<file path="src/rtl/ld_time_arm_trigger_if.sv">
`default_nettype none
// ============================================================================
// Module      : ld_time_arm_trigger_if
// Description : Register and status bundle for ld_time_arm_trigger. The
//               master side (software registers plus timestamp source) drives
//               the target time, control word and timestamp. The slave side
//               (the trigger) returns the load pulse and status readback.
// Signals     : ld_time_msw/lsw  target time [63:32]/[31:0]
//               ctrl             bit0 = arm, bit1 = disarm (rising edges act)
//               time_now         free-running 64-bit sample timestamp
//               ld_pulse         timed-load pulse
//               armed, late      status flags
//               fire_cnt         pulses issued, wraps
//               fired_time       timestamp that produced the last hit
// Revision    : 1.0 - initial release
// ============================================================================
interface ld_time_arm_trigger_if #(
  parameter int CNT_W = 16
);
  logic [31:0]      ld_time_msw;
  logic [31:0]      ld_time_lsw;
  logic [31:0]      ctrl;
  logic [63:0]      time_now;
  logic             ld_pulse;
  logic             armed;
  logic             late;
  logic [CNT_W-1:0] fire_cnt;
  logic [63:0]      fired_time;

  modport master (
    output ld_time_msw, ld_time_lsw, ctrl, time_now,
    input  ld_pulse, armed, late, fire_cnt, fired_time
  );

  modport slave (
    input  ld_time_msw, ld_time_lsw, ctrl, time_now,
    output ld_pulse, armed, late, fire_cnt, fired_time
  );
endinterface
`default_nettype wire

</file>
<file path="src/rtl/ld_time_arm_trigger.sv">
`default_nettype none
// ============================================================================
// Module      : ld_time_arm_trigger
// Description : Captures a 64-bit target time on a software arm edge and
//               issues a single PULSE_LEN-cycle load pulse once the free-running
//               timestamp reaches it. The compare runs as a two-stage pipeline
//               split on the 32-bit word boundary.
// Ports       : user_clk  single clock, rising edge
//               user_rst  asynchronous active-high reset
//               bus       ld_time_arm_trigger_if.slave (registers in, status out)
// Parameters  : PULSE_LEN  ld_pulse high time in cycles, 1..255
//               CNT_W      width of fire_cnt
// Revision    : 1.0 - initial release
// ============================================================================
module ld_time_arm_trigger #(
  parameter int PULSE_LEN = 1,
  parameter int CNT_W     = 16
) (
  input  wire logic             user_clk,
  input  wire logic             user_rst,
  ld_time_arm_trigger_if.slave  bus
);

  localparam logic [7:0] PULSE_LOAD = 8'(PULSE_LEN - 1);

  typedef enum logic [1:0] {
    IDLE  = 2'd0,
    ARMED = 2'd1,
    PULSE = 2'd2
  } state_t;

  state_t           state;
  state_t           state_nxt;

  logic [1:0]       ctrl_prev;
  logic             arm_e;
  logic             dis_e;

  logic [63:0]      target;

  // Compare stage 1
  logic             s1_valid;
  logic             s1_first;
  logic             s1_msw_gt;
  logic             s1_msw_eq;
  logic             s1_lsw_ge;
  logic [63:0]      s1_time;

  logic             hit;
  logic             capture;
  logic             fire;

  logic [7:0]       pulse_cnt;
  logic [7:0]       pulse_cnt_nxt;

  logic             ld_pulse_q;
  logic             armed_q;
  logic             late_q;
  logic [CNT_W-1:0] fire_cnt_q;
  logic [63:0]      fired_time_q;

  assign arm_e = bus.ctrl[0] & ~ctrl_prev[0];
  assign dis_e = bus.ctrl[1] & ~ctrl_prev[1];

  // Compare stage 2: combine the word compares into an unsigned >=.
  assign hit = (state == ARMED) & s1_valid &
               (s1_msw_gt | (s1_msw_eq & s1_lsw_ge));

  // --------------------------------------------------------------------------
  // Next-state logic
  // --------------------------------------------------------------------------
  always_comb begin
    state_nxt     = state;
    capture       = 1'b0;
    fire          = 1'b0;
    pulse_cnt_nxt = pulse_cnt;
    case (state)
      IDLE: begin
        // Simultaneous arm and disarm cancel each other: stay idle.
        if (arm_e && !dis_e) begin
          capture   = 1'b1;
          state_nxt = ARMED;
        end
      end
      ARMED: begin
        if (dis_e) begin
          state_nxt = IDLE;
        end else if (arm_e) begin
          // Re-arm takes priority over a hit: the S1 sample in flight was
          // compared against the old target.
          capture = 1'b1;
        end else if (hit) begin
          fire          = 1'b1;
          state_nxt     = PULSE;
          pulse_cnt_nxt = PULSE_LOAD;
        end
      end
      PULSE: begin
        if (pulse_cnt == 8'd0) begin
          state_nxt = IDLE;
        end else begin
          pulse_cnt_nxt = pulse_cnt - 8'd1;
        end
      end
      default: state_nxt = IDLE;
    endcase
  end

  // --------------------------------------------------------------------------
  // State register
  // --------------------------------------------------------------------------
  always_ff @(posedge user_clk or posedge user_rst) begin
    if (user_rst) begin
      state      <= IDLE;
      pulse_cnt  <= 8'd0;
      ld_pulse_q <= 1'b0;
      armed_q    <= 1'b0;
    end else begin
      state      <= state_nxt;
      pulse_cnt  <= pulse_cnt_nxt;
      ld_pulse_q <= (state_nxt == PULSE);
      armed_q    <= (state_nxt == ARMED);
    end
  end

  // --------------------------------------------------------------------------
  // Edge detect, target capture and compare stage 1
  // --------------------------------------------------------------------------
  always_ff @(posedge user_clk or posedge user_rst) begin
    if (user_rst) begin
      ctrl_prev <= 2'b00;
      target    <= 64'd0;
      s1_valid  <= 1'b0;
      s1_first  <= 1'b0;
      s1_msw_gt <= 1'b0;
      s1_msw_eq <= 1'b0;
      s1_lsw_ge <= 1'b0;
      s1_time   <= 64'd0;
    end else begin
      ctrl_prev <= bus.ctrl[1:0];
      if (capture) begin
        target <= {bus.ld_time_msw, bus.ld_time_lsw};
      end
      // A capture flushes S1; the next sample is the first one against the
      // new target, which is what classifies a hit as late.
      s1_valid  <= ~capture;
      s1_first  <= ~s1_valid;
      s1_msw_gt <= bus.time_now[63:32] >  target[63:32];
      s1_msw_eq <= bus.time_now[63:32] == target[63:32];
      s1_lsw_ge <= bus.time_now[31:0]  >= target[31:0];
      s1_time   <= bus.time_now;
    end
  end

  // --------------------------------------------------------------------------
  // Status
  // --------------------------------------------------------------------------
  always_ff @(posedge user_clk or posedge user_rst) begin
    if (user_rst) begin
      late_q       <= 1'b0;
      fire_cnt_q   <= '0;
      fired_time_q <= 64'd0;
    end else begin
      if (capture) begin
        late_q <= 1'b0;
      end else if (fire && s1_first) begin
        late_q <= 1'b1;
      end
      if (fire) begin
        fire_cnt_q   <= fire_cnt_q + 1'b1;
        fired_time_q <= s1_time;
      end
    end
  end

  assign bus.ld_pulse   = ld_pulse_q;
  assign bus.armed      = armed_q;
  assign bus.late       = late_q;
  assign bus.fire_cnt   = fire_cnt_q;
  assign bus.fired_time = fired_time_q;

endmodule
`default_nettype wire
</file>
<file path="src/flat_wrapper.sv">
// flat-port wrapper written by rule: the top's interface ports become plain ports
module ld_time_arm_trigger_flat 
#(
  parameter int PULSE_LEN = 1,
  parameter int CNT_W     = 16
)
  (user_clk, user_rst, bus_ld_time_msw, bus_ld_time_lsw, bus_ctrl, bus_time_now, bus_ld_pulse, bus_armed, bus_late, bus_fire_cnt, bus_fired_time);
  ld_time_arm_trigger_if #(.CNT_W(CNT_W)) bus_i ();
  input  wire logic user_clk;
  input  wire logic user_rst;
  input wire logic [$bits(bus_i.ld_time_msw)-1:0] bus_ld_time_msw;
  input wire logic [$bits(bus_i.ld_time_lsw)-1:0] bus_ld_time_lsw;
  input wire logic [$bits(bus_i.ctrl)-1:0] bus_ctrl;
  input wire logic [$bits(bus_i.time_now)-1:0] bus_time_now;
  output wire logic [$bits(bus_i.ld_pulse)-1:0] bus_ld_pulse;
  output wire logic [$bits(bus_i.armed)-1:0] bus_armed;
  output wire logic [$bits(bus_i.late)-1:0] bus_late;
  output wire logic [$bits(bus_i.fire_cnt)-1:0] bus_fire_cnt;
  output wire logic [$bits(bus_i.fired_time)-1:0] bus_fired_time;
  assign bus_i.ld_time_msw = bus_ld_time_msw;
  assign bus_i.ld_time_lsw = bus_ld_time_lsw;
  assign bus_i.ctrl = bus_ctrl;
  assign bus_i.time_now = bus_time_now;
  assign bus_ld_pulse = bus_i.ld_pulse;
  assign bus_armed = bus_i.armed;
  assign bus_late = bus_i.late;
  assign bus_fire_cnt = bus_i.fire_cnt;
  assign bus_fired_time = bus_i.fired_time;
  ld_time_arm_trigger #(.PULSE_LEN(PULSE_LEN), .CNT_W(CNT_W)) u_core (.user_clk(user_clk), .user_rst(user_rst), .bus(bus_i));
endmodule
</file>
<file path="config.mk">
export PLATFORM = sky130hd
export DESIGN_NAME = ld_time_arm_trigger_flat
export DESIGN_NICKNAME = d
export VERILOG_FILES = /design/src/rtl/ld_time_arm_trigger_if.sv /design/src/rtl/ld_time_arm_trigger.sv /design/src/flat_wrapper.sv
export SDC_FILE = /design/constraint.sdc
export NUM_CORES = 1
export LEC_CHECK = 0
export ABC_AREA = 1
export CORE_UTILIZATION = 36
export CTS_CLUSTER_SIZE = 10
export DETAILED_ROUTE_END_ITERATION = 8
export GPL_TIMING_DRIVEN = 1
export PLACE_DENSITY_LB_ADDON = 0.3
export SLEW_MARGIN = 25
export SYNTH_ARGS = -nofsm -noshare
export SYNTH_HDL_FRONTEND = slang
export SYNTH_SLANG_ARGS = --single-unit
</file>
<file path="constraint.sdc">
create_clock -name user_clk -period 7.2 [get_ports user_clk]
set_clock_uncertainty 0.2 [all_clocks]
set_input_delay 1.08 -clock user_clk [delete_from_list [all_inputs] [get_ports user_clk]]
set_output_delay 1.08 -clock user_clk [all_outputs]
set_load 0.005 [all_outputs]
</file>
After elaboration in Yosys (flattened, before gate mapping)
Cells that the tools add are included.
Word-level totals
  bits in registers: 228
  bits of input ports: 162
  output and inout bits: 83
  word-level logic and storage cells: 67
Cells by class
  $add $sub $neg: 2
  order comparisons: 2
  equal/unequal tests: 9
  muxes and demuxes: 21
  bitwise logic cells: 10
  reduce and logical (&&, ||, !) cells: 8
Operators with widths (count)
  $eq A32 B32 Y1: 1
  $ge A32 B32 Y1: 1
  $gt A32 B32 Y1: 1
  $mux W8: 4
  $add A16 B1 Y16 const B: 1
  $pmux W8 S2: 1
  $mux W2: 5
  $mux W1: 9
  $logic_not A8 Y1: 1
  $sub A8 B1 Y8 const B: 1
  $ne A2 B2 Y1 const B: 3
  $pmux W2 S3: 1
  $and A1 B1 Y1: 5
  $reduce_and A5 Y1: 1
  $eq A2 B1 Y1 const B: 2
  $eq A2 B2 Y1 const B: 2
  $not A1 Y1: 4
  $reduce_bool A2 Y1: 2
  $logic_and A1 B1 Y1: 2
  $logic_not A2 Y1: 1
  $ne A2 B1 Y1 const B: 1
  $pmux W1 S2: 1
  $logic_not A1 Y1: 1
  $or A1 B1 Y1: 1

Depth between registers and ports, before layout
Gate-level depths: netlist of run 1.
  word-level depth: 10
  gate-level depth with buffers: 13
  gate-level depth less buffers: 13

Worst setup path after synthesis of run 1
Ideal clock, no wire load.
  path kind: input port to flip-flop
  start point: input bus_ctrl[1]
  end point: register u_core.fire_cnt_q[14] (netlist: u_core.bus.fire_cnt[14])
  setup time: 124 ps
  arrival: 1955 ps
  required time: 6876 ps
  path slack: 4921 ps
  stages on the path: 7
  path buffers: 2
  cells stage by stage: inv_1 -> nor2_2 -> inv_1 -> nand3_1 -> buf_2 -> buf_2 -> o21ai_1
On the way
  longest elaborated chain between the ends: 3
RTL lines
  start, declared: line flat_wrapper.sv:13  | input wire logic [$bits(bus_i.ctrl)-1:0] bus_ctrl;
  $and A1 B1 Y1: line ld_time_arm_trigger.sv:63  | assign dis_e = bus.ctrl[1] & ~ctrl_prev[1];
  $mux W1: line ld_time_arm_trigger.sv:86  | if (dis_e) begin
  $mux W1: line ld_time_arm_trigger.sv:77  | case (state)
  end signal, assigned: line ld_time_arm_trigger.sv:170  | fire_cnt_q <= fire_cnt_q + 1'b1;
  end, declared: line ld_time_arm_trigger.sv:59  | logic [CNT_W-1:0] fire_cnt_q;
Every way passes these cells.
A chain may end at the register's enable or synchronous reset.

Worst setup path after layout of run 1
  start point: input bus_ctrl[0]
  end point: register u_core.pulse_cnt[1]
On the way
  longest elaborated chain between the ends: 3
RTL lines
  $and A1 B1 Y1: line ld_time_arm_trigger.sv:62  | assign arm_e = bus.ctrl[0] & ~ctrl_prev[0];
  $ne A2 B2 Y1 (no source line)
  $reduce_and A5 Y1 (no source line)
  end signal, assigned: line ld_time_arm_trigger.sv:120  | pulse_cnt <= pulse_cnt_nxt;
  end, declared: line ld_time_arm_trigger.sv:53  | logic [7:0] pulse_cnt;
Every way passes these cells.

==> results of run 1 <==
==> worst max-delay path by stage <==
stage	from	to	slack, ns	cells after the start
floorplan	user_rst	u_core.bus.armed	2.94	1
global placement	bus_ctrl[0]	u_core.bus.late	3.32	9
detailed placement	bus_ctrl[0]	u_core.pulse_cnt[3]	3.29	9
CTS	bus_ctrl[0]	u_core.pulse_cnt[1]	3.85	9
global route	bus_ctrl[0]	u_core.pulse_cnt[4]	3.64	9
finish	bus_ctrl[0]	u_core.pulse_cnt[1]	3.90	9
==> per-stage QoR <==
stage | std cells | cell area (sq um)
floorplan | 1022 | 9690
global placement | 1547 | 12200
detailed placement | 1549 | 12200
CTS | 1584 | 13000
global route | 1584 | 13000
finish | 1585 | 13000
==> metal layers <==
layer	wire, microns	up-vias	GRT usage [%]
li1	-	3653	-
met1	10200	3363	22.5
met2	10900	148	28.4
met3	938	31	2.38
met4	501	0	4.59
met5	0	-	0
==> registers in the layout, indices dropped and copies added (netlist names), 2 cells and up <==
| signal | count |
|---|---|
| u_core.bus.fire_cnt | 16 |
| u_core.bus.fired_time | 64 |
| u_core.ctrl_prev | 2 |
| u_core.pulse_cnt | 8 |
| u_core.s1_time | 64 |
| u_core.state | 2 |
| u_core.target | 64 |
==> cell families after synthesis <==
logic type,after synthesis
xor+xnor,19
simple gates,455
compound gates,119
buf+inv,131
flops,228
fa+ha+maj,70
==> power by group through the flow <==
| stage | clock (uW) | sequential (uW) | combinational [uW] |
|---|---|---|---|
| CTS | 1240 | 1860 | 1590 |
| detailed placement | 0 | 1870 | 1580 |
| global placement | 0 | 1870 | 1520 |
| global route | 1290 | 1900 | 1790 |
| floorplan | 0 | 1860 | 870 |
| finish | 1210 | 1860 | 1560 |
==> final cells by class <==
type                            count  area [sq um]
Timing Repair Buffer              221          2250
Sequential cell                   228          5710
Inverter                          102           387
Clock inverter                      2          38.8
Clock buffer                       33           718
Antenna cell                        1          2.50
Fill cell                        2355         13200
Tap cell                          335           419
Multi-Input combinational cell    663          3480
==> cell usage in the layout (no fill, tap or decap), types with 2 or more instances in the layout <==
| cell type | n |
|---|---|
| o21ai_0 | 75 |
| a21oi_1 | 33 |
| xor2_1 | 11 |
| a21o_1 | 2 |
| ha_1 | 70 |
| o21a_1 | 3 |
| nand2_1 | 367 |
| dfrtp_1 | 228 |
| nor2_2 | 2 |
| clkbuf_8 | 2 |
| nand4_1 | 6 |
| clkdlybuf4s50_1 | 214 |
| and3_1 | 2 |
| inv_1 | 100 |
| nor3_1 | 11 |
| clkbuf_16 | 27 |
| nand2_2 | 2 |
| nor2_1 | 43 |
| xnor2_1 | 8 |
| buf_12 | 2 |
| o21ai_1 | 2 |
| clkbuf_1 | 4 |
| nand3_1 | 17 |
| buf_4 | 3 |
==> run metrics, run 1 <==
status finished with violations; failing checks design-rule violations; routed vias 7,195; clock root buffer clkbuf_16; slowest stage delay, CP approximately 0.79 ns; count leader, synth nand2_1; Slew headroom about 34%; Post-CTS Setup Inserts 0; CP Max Fanout 77; DRC viols 18; mean area per synthesized cell 9.48 sq um; Clock Tree Buf Depth 3; Vias/cell 4.54; Final setup viols 0; Net Sw Frac 31.5%; Worst Max-Slew Pin Slew 0.991 ns; Syn Inst Count ~1,000; Reg power frac 40.1%; fraction of the mapped netlist area in adder cells 9.04%; RD Place Congestion about 0.84; sequential-to-total area share from yosys stat 58.9%; Fin Hold WS 0.226 ns; CP bufs+invs 2; required time of the critical path roughly 7.4 ns; drt pass-1 iters 7; worst path cell trace clkdlybuf4s50_1, inv_1, nor2_1, nor3_2, nand3_4, a21boi_2, nand2_2, nand2_1, nand2_1; ys flop type dfrtp_1; H-tree levels 1; vias in the first global route ~7,200; Leak 0.00626 uW; sw power 1460 uW; post-synthesis mux area share 0%; HP Start u_core.s1_valid; Synth area leader dfrtp_1; Reg2Reg Setup Slack ~4 ns; depth of the worst register-to-register path 9; Final Max Tran Viols 0; Mapped Area 9690 sq um; crit path time final 3.30 ns; Max Cap Viol 0; worst r2r dst u_core.pulse_cnt[1]; total power 4630 uW; Initial Util between 30% and 40%; nets@finish approximately 1,500; PwrDens 356 nW/um^2; first-pass GRT wire length around 37,000 microns; Arr. time, crit path 3.50 ns; Cell Rows 59; Hold Fails Final Rpt 0; Worst Hold End u_core.s1_first; Synth top cells by count 367 x nand2_1, 228 x dfrtp_1, 101 x inv_1; Min-Delay Path Depth 1; hold-fix buffers at CTS 0; RSZ-0062 raised after global routing false; Crit-path slowest cell nand3_4; DPL Wire Length between 15,000 and 20,000 microns; 1st-iter DRT viols 495; core footprint 26,200 sq um; Clk pwr share 26.1%; initial antenna violation count 1; IO Port Bufs 214; antenna viol nets, final 0; quantity of gates resized following cts 0; final core utilization 49.6%; total clock buffers created by CTS 27; top cell family by delay on the critical path simple AND/OR/NAND/NOR gates; internal power 3170 uW; IO Count 245; most used cell, CP nand2_1; Yosys reg bits 228; worst IR drop on VDD 154 uV; GRT Total Usage 16.8%; syn nets 1,254; Synth Area in Compound Gates 6.39%; later-pin clock latency in the skew report 0.52 ns; total wire length 22,600 microns; CTS tree done; ys async rst share 100%; post-synthesis xor/xnor area fraction 1.72%; min setup slack post-route ~4 ns; die height 166 microns; Die Wd 166 microns; area grow syn2layout 34.2%; hold crit path type reg -> reg; Synth top area share between 50% and 60%; Tcrit/Tclk final 45.8%; full die area about 28,000 sq um; synth unique cells 29; fraction of layout cells with a size suffix above 1 approximately 3.9%; endpoint class of the critical path flop; number of synthesized flops with an enable pin 0; GRT overflow 0; RR Startpoint u_core.state[1]; synth top area cells dfrtp_1 59%, nand2_1 14%, ha_1 9.0%; pin count of the biggest net entering global routing around 130; Setup crit start kind input pin; Setup CP Type in -> reg; FMAX 0.303 GHz; setup_tns 0 ns; routed len/inst ~14 microns; clk sinks between 200 and 250; Setup WS pre-CTS between 3 and 4 ns; synth warn 0; post-synthesis simple-gate area fraction 18.5%; largest family of logic cells by synthesized area simple AND/OR/NAND/NOR gates; CTS clock-pin slew for the worst setup and hold paths 0.05 ns; Comb power frac 33.7%
Power figures use the tool's default switching activity.
==> inputs of run 2 (changes only) <==
==> constraint.sdc (replaced) <==
create_clock -name user_clk -period 2.95 [get_ports user_clk]
set_clock_uncertainty 0.2 [all_clocks]
set_input_delay 0.4425 -clock user_clk [delete_from_list [all_inputs] [get_ports user_clk]]
set_output_delay 0.4425 -clock user_clk [all_outputs]
set_load 0.005 [all_outputs]
==> run metrics, run 2 (synthesis results as in run 1) <==
Placed Area 12,400 sq um (was 12,200 sq um); GRT overflow 0 (unchanged); CTS tree done (unchanged); hold crit path type in -> async (was reg -> reg); fraction of layout cells with a size suffix above 1 4.83% (was 3.92%); clk sinks 228 (unchanged); Final setup viols 0 (unchanged); vias in the first global route 7,484 (was 7,188); PwrDens 855 nW/um^2 (was 356 nW/um^2); Hold Fails Final Rpt 0 (unchanged); Slew headroom 57.6% (was 34.0%); Worst Max-Slew Pin Slew 0.635 ns (was 0.991 ns); 1st-iter DRT viols 491 (was 495); RD Place Congestion 0.869 (was 0.842); Final Cell Area 13,200 sq um (was 13,000 sq um); first-pass GRT wire length 38,600 microns (was 37,200 microns); leading cell type in the layout, fill and taps excluded nand2_1 (unchanged); H-tree levels 1 (unchanged); Tcrit/Tclk final between 80% and 90%; total wire length 23,300 microns (was 22,600 microns); failing checks design-rule violations (unchanged); full die area 27,600 sq um (unchanged); Fin Hold WS 0.167 ns (was 0.226 ns); Final Max Tran Viols 0 (unchanged); quantity of gates resized following cts 0 (unchanged); worst IR drop on VDD 402 uV (was 154 uV); CTS clock-pin slew for the worst setup and hold paths 0.05 ns (about the same); most frequent cells in the layout 367 x nand2_1, 228 x dfrtp_1, 214 x clkdlybuf4s50_1 (unchanged); hold-fix buffers at CTS 0 (unchanged); DRC viols 18 (unchanged); required time of the critical path 3.15 ns (was 7.41 ns); RSZ-0062 raised after global routing false (unchanged); routed len/inst 14.6 microns (was 14.3 microns); DPL Wire Length 17,100 microns (was 16,100 microns); drt pass-1 iters 6 (was 7); routed vias 7,263 (was 7,195); initial antenna violation count 1 (unchanged); Arr. time, crit path 2.60 ns (was 3.50 ns); status finished with violations (unchanged); GRT Total Usage 17.5% (was 16.8%); Setup crit start kind flop (was input pin); crit path time final 2.40 ns; Multi-input gate area 3480 sq um (unchanged); total power 11,200 uW (was 4630 uW); Leak 0.00634 uW (was 0.00626 uW); die height 166 microns (unchanged); antenna viol nets, final 0 (unchanged); Initial Util 37.0% (unchanged); IO Count 245 (unchanged); FMAX about 0.42 GHz; CP Max Fanout 13 (was 77); nets@finish 1,488 (was 1,475); Setup CP Type reg -> reg (was in -> reg); Vias/cell 4.55 (was 4.54); Die Wd 166 microns (unchanged); FILL cells 2,397 (was 2,355); IO Port Bufs 214 (unchanged); Clock Tree Buf Depth 3 (unchanged); later-pin clock latency in the skew report 0.52 ns (about the same); final core utilization 50.2% (was 49.6%); endpoint class of the critical path flop (unchanged); pin count of the biggest net entering global routing 40 (was 129); Cell Rows 59 (unchanged); clock root buffer clkbuf_16 (unchanged); Max Cap Viol 0 (unchanged); register area 5710 sq um (unchanged); area grow syn2layout 35.8% (was 34.2%); setup_tns 0 ns (unchanged); total clock buffers created by CTS 27 (unchanged); core footprint 26,200 sq um (unchanged); Post-CTS Setup Inserts 0 (unchanged)
run 2: cell count changes in the layout (fill, tap and decap cells not counted), sizes merged:
| cell | delta |
|---|---|
| inv | -1 |
| clkinv | +1 |
| buf | +13 |
| bufinv | -1 |
| clkbuf | +1 |
run 2: worst paths after layout:
check / from / end / slack [ns] / cells after the start
hold reg to reg: u_core.s1_valid / u_core.s1_first / 0.24 / 1
setup / recovery: u_core.state[1] / u_core.bus.fire_cnt[13] / 0.55 / 11
min in group user_clk: bus_time_now[11] / u_core.s1_time[11] / 0.20 / 1
max in group asynchronous: user_rst / u_core.bus.fire_cnt[14] / 1.77 / 3
hold / removal: user_rst / u_core.s1_time[4] / 0.17 / 2
setup reg to reg: u_core.state[1] / u_core.bus.fire_cnt[13] / 0.55 / 11
run 2: cell type report:
cell class	instances	share of cell area [%]
Clock inverter	1	0.0381
Inverter	102	2.94
Multi-Input combinational cell	663	26.5
Clock buffer	34	5.49
Antenna cell	1	0.0190
Sequential cell	228	43.4
Tap cell	335	3.19
Timing Repair Buffer	234	18.5
run 2: power breakdown:
| part | switching [uW] | internal (uW) | leakage, uW |
|---|---|---|---|
| registers | 451 | 4080 | 0.00282 |
| logic | 1930 | 1920 | 0.00316 |
| clock network | 1190 | 1680 | 0.000357 |
| total | 3570 | 7680 | 0.00634 |
run 2: stage by stage:
stage | setup WS (ns) | std cells
6_report | 0.553 | 1598
5_1_grt | 0.306 | 1597
4_1_cts | 0.542 | 1597
3_5_place_dp | 0.444 | 1562
3_3_place_gp | 0.517 | 1562
2_1_floorplan | -0.672 | 1022
run 2: worst max-delay path: stages, from the launching register on:
cell     delay, ns
dfrtp_1       0.39
inv_1         0.10
ha_1          0.25
inv_2         0.09
nor3_2        0.25
nand2_1       0.16
nor2_4        0.37
nand2_2       0.13
nor2_2        0.16
nand2_1       0.07
nand2_1       0.06
nand2_1       0.05
run 2: metal layers:
metal / vias to the layer above / share of wire [%] / track usage (%)
met5: - / 0 / 0
met4: 0 / 2.3 / 4.47
met3: 34 / 4.5 / 2.79
met2: 151 / 49 / 30.2
met1: 3405 / 44 / 22.9
li1: 3673 / - / -
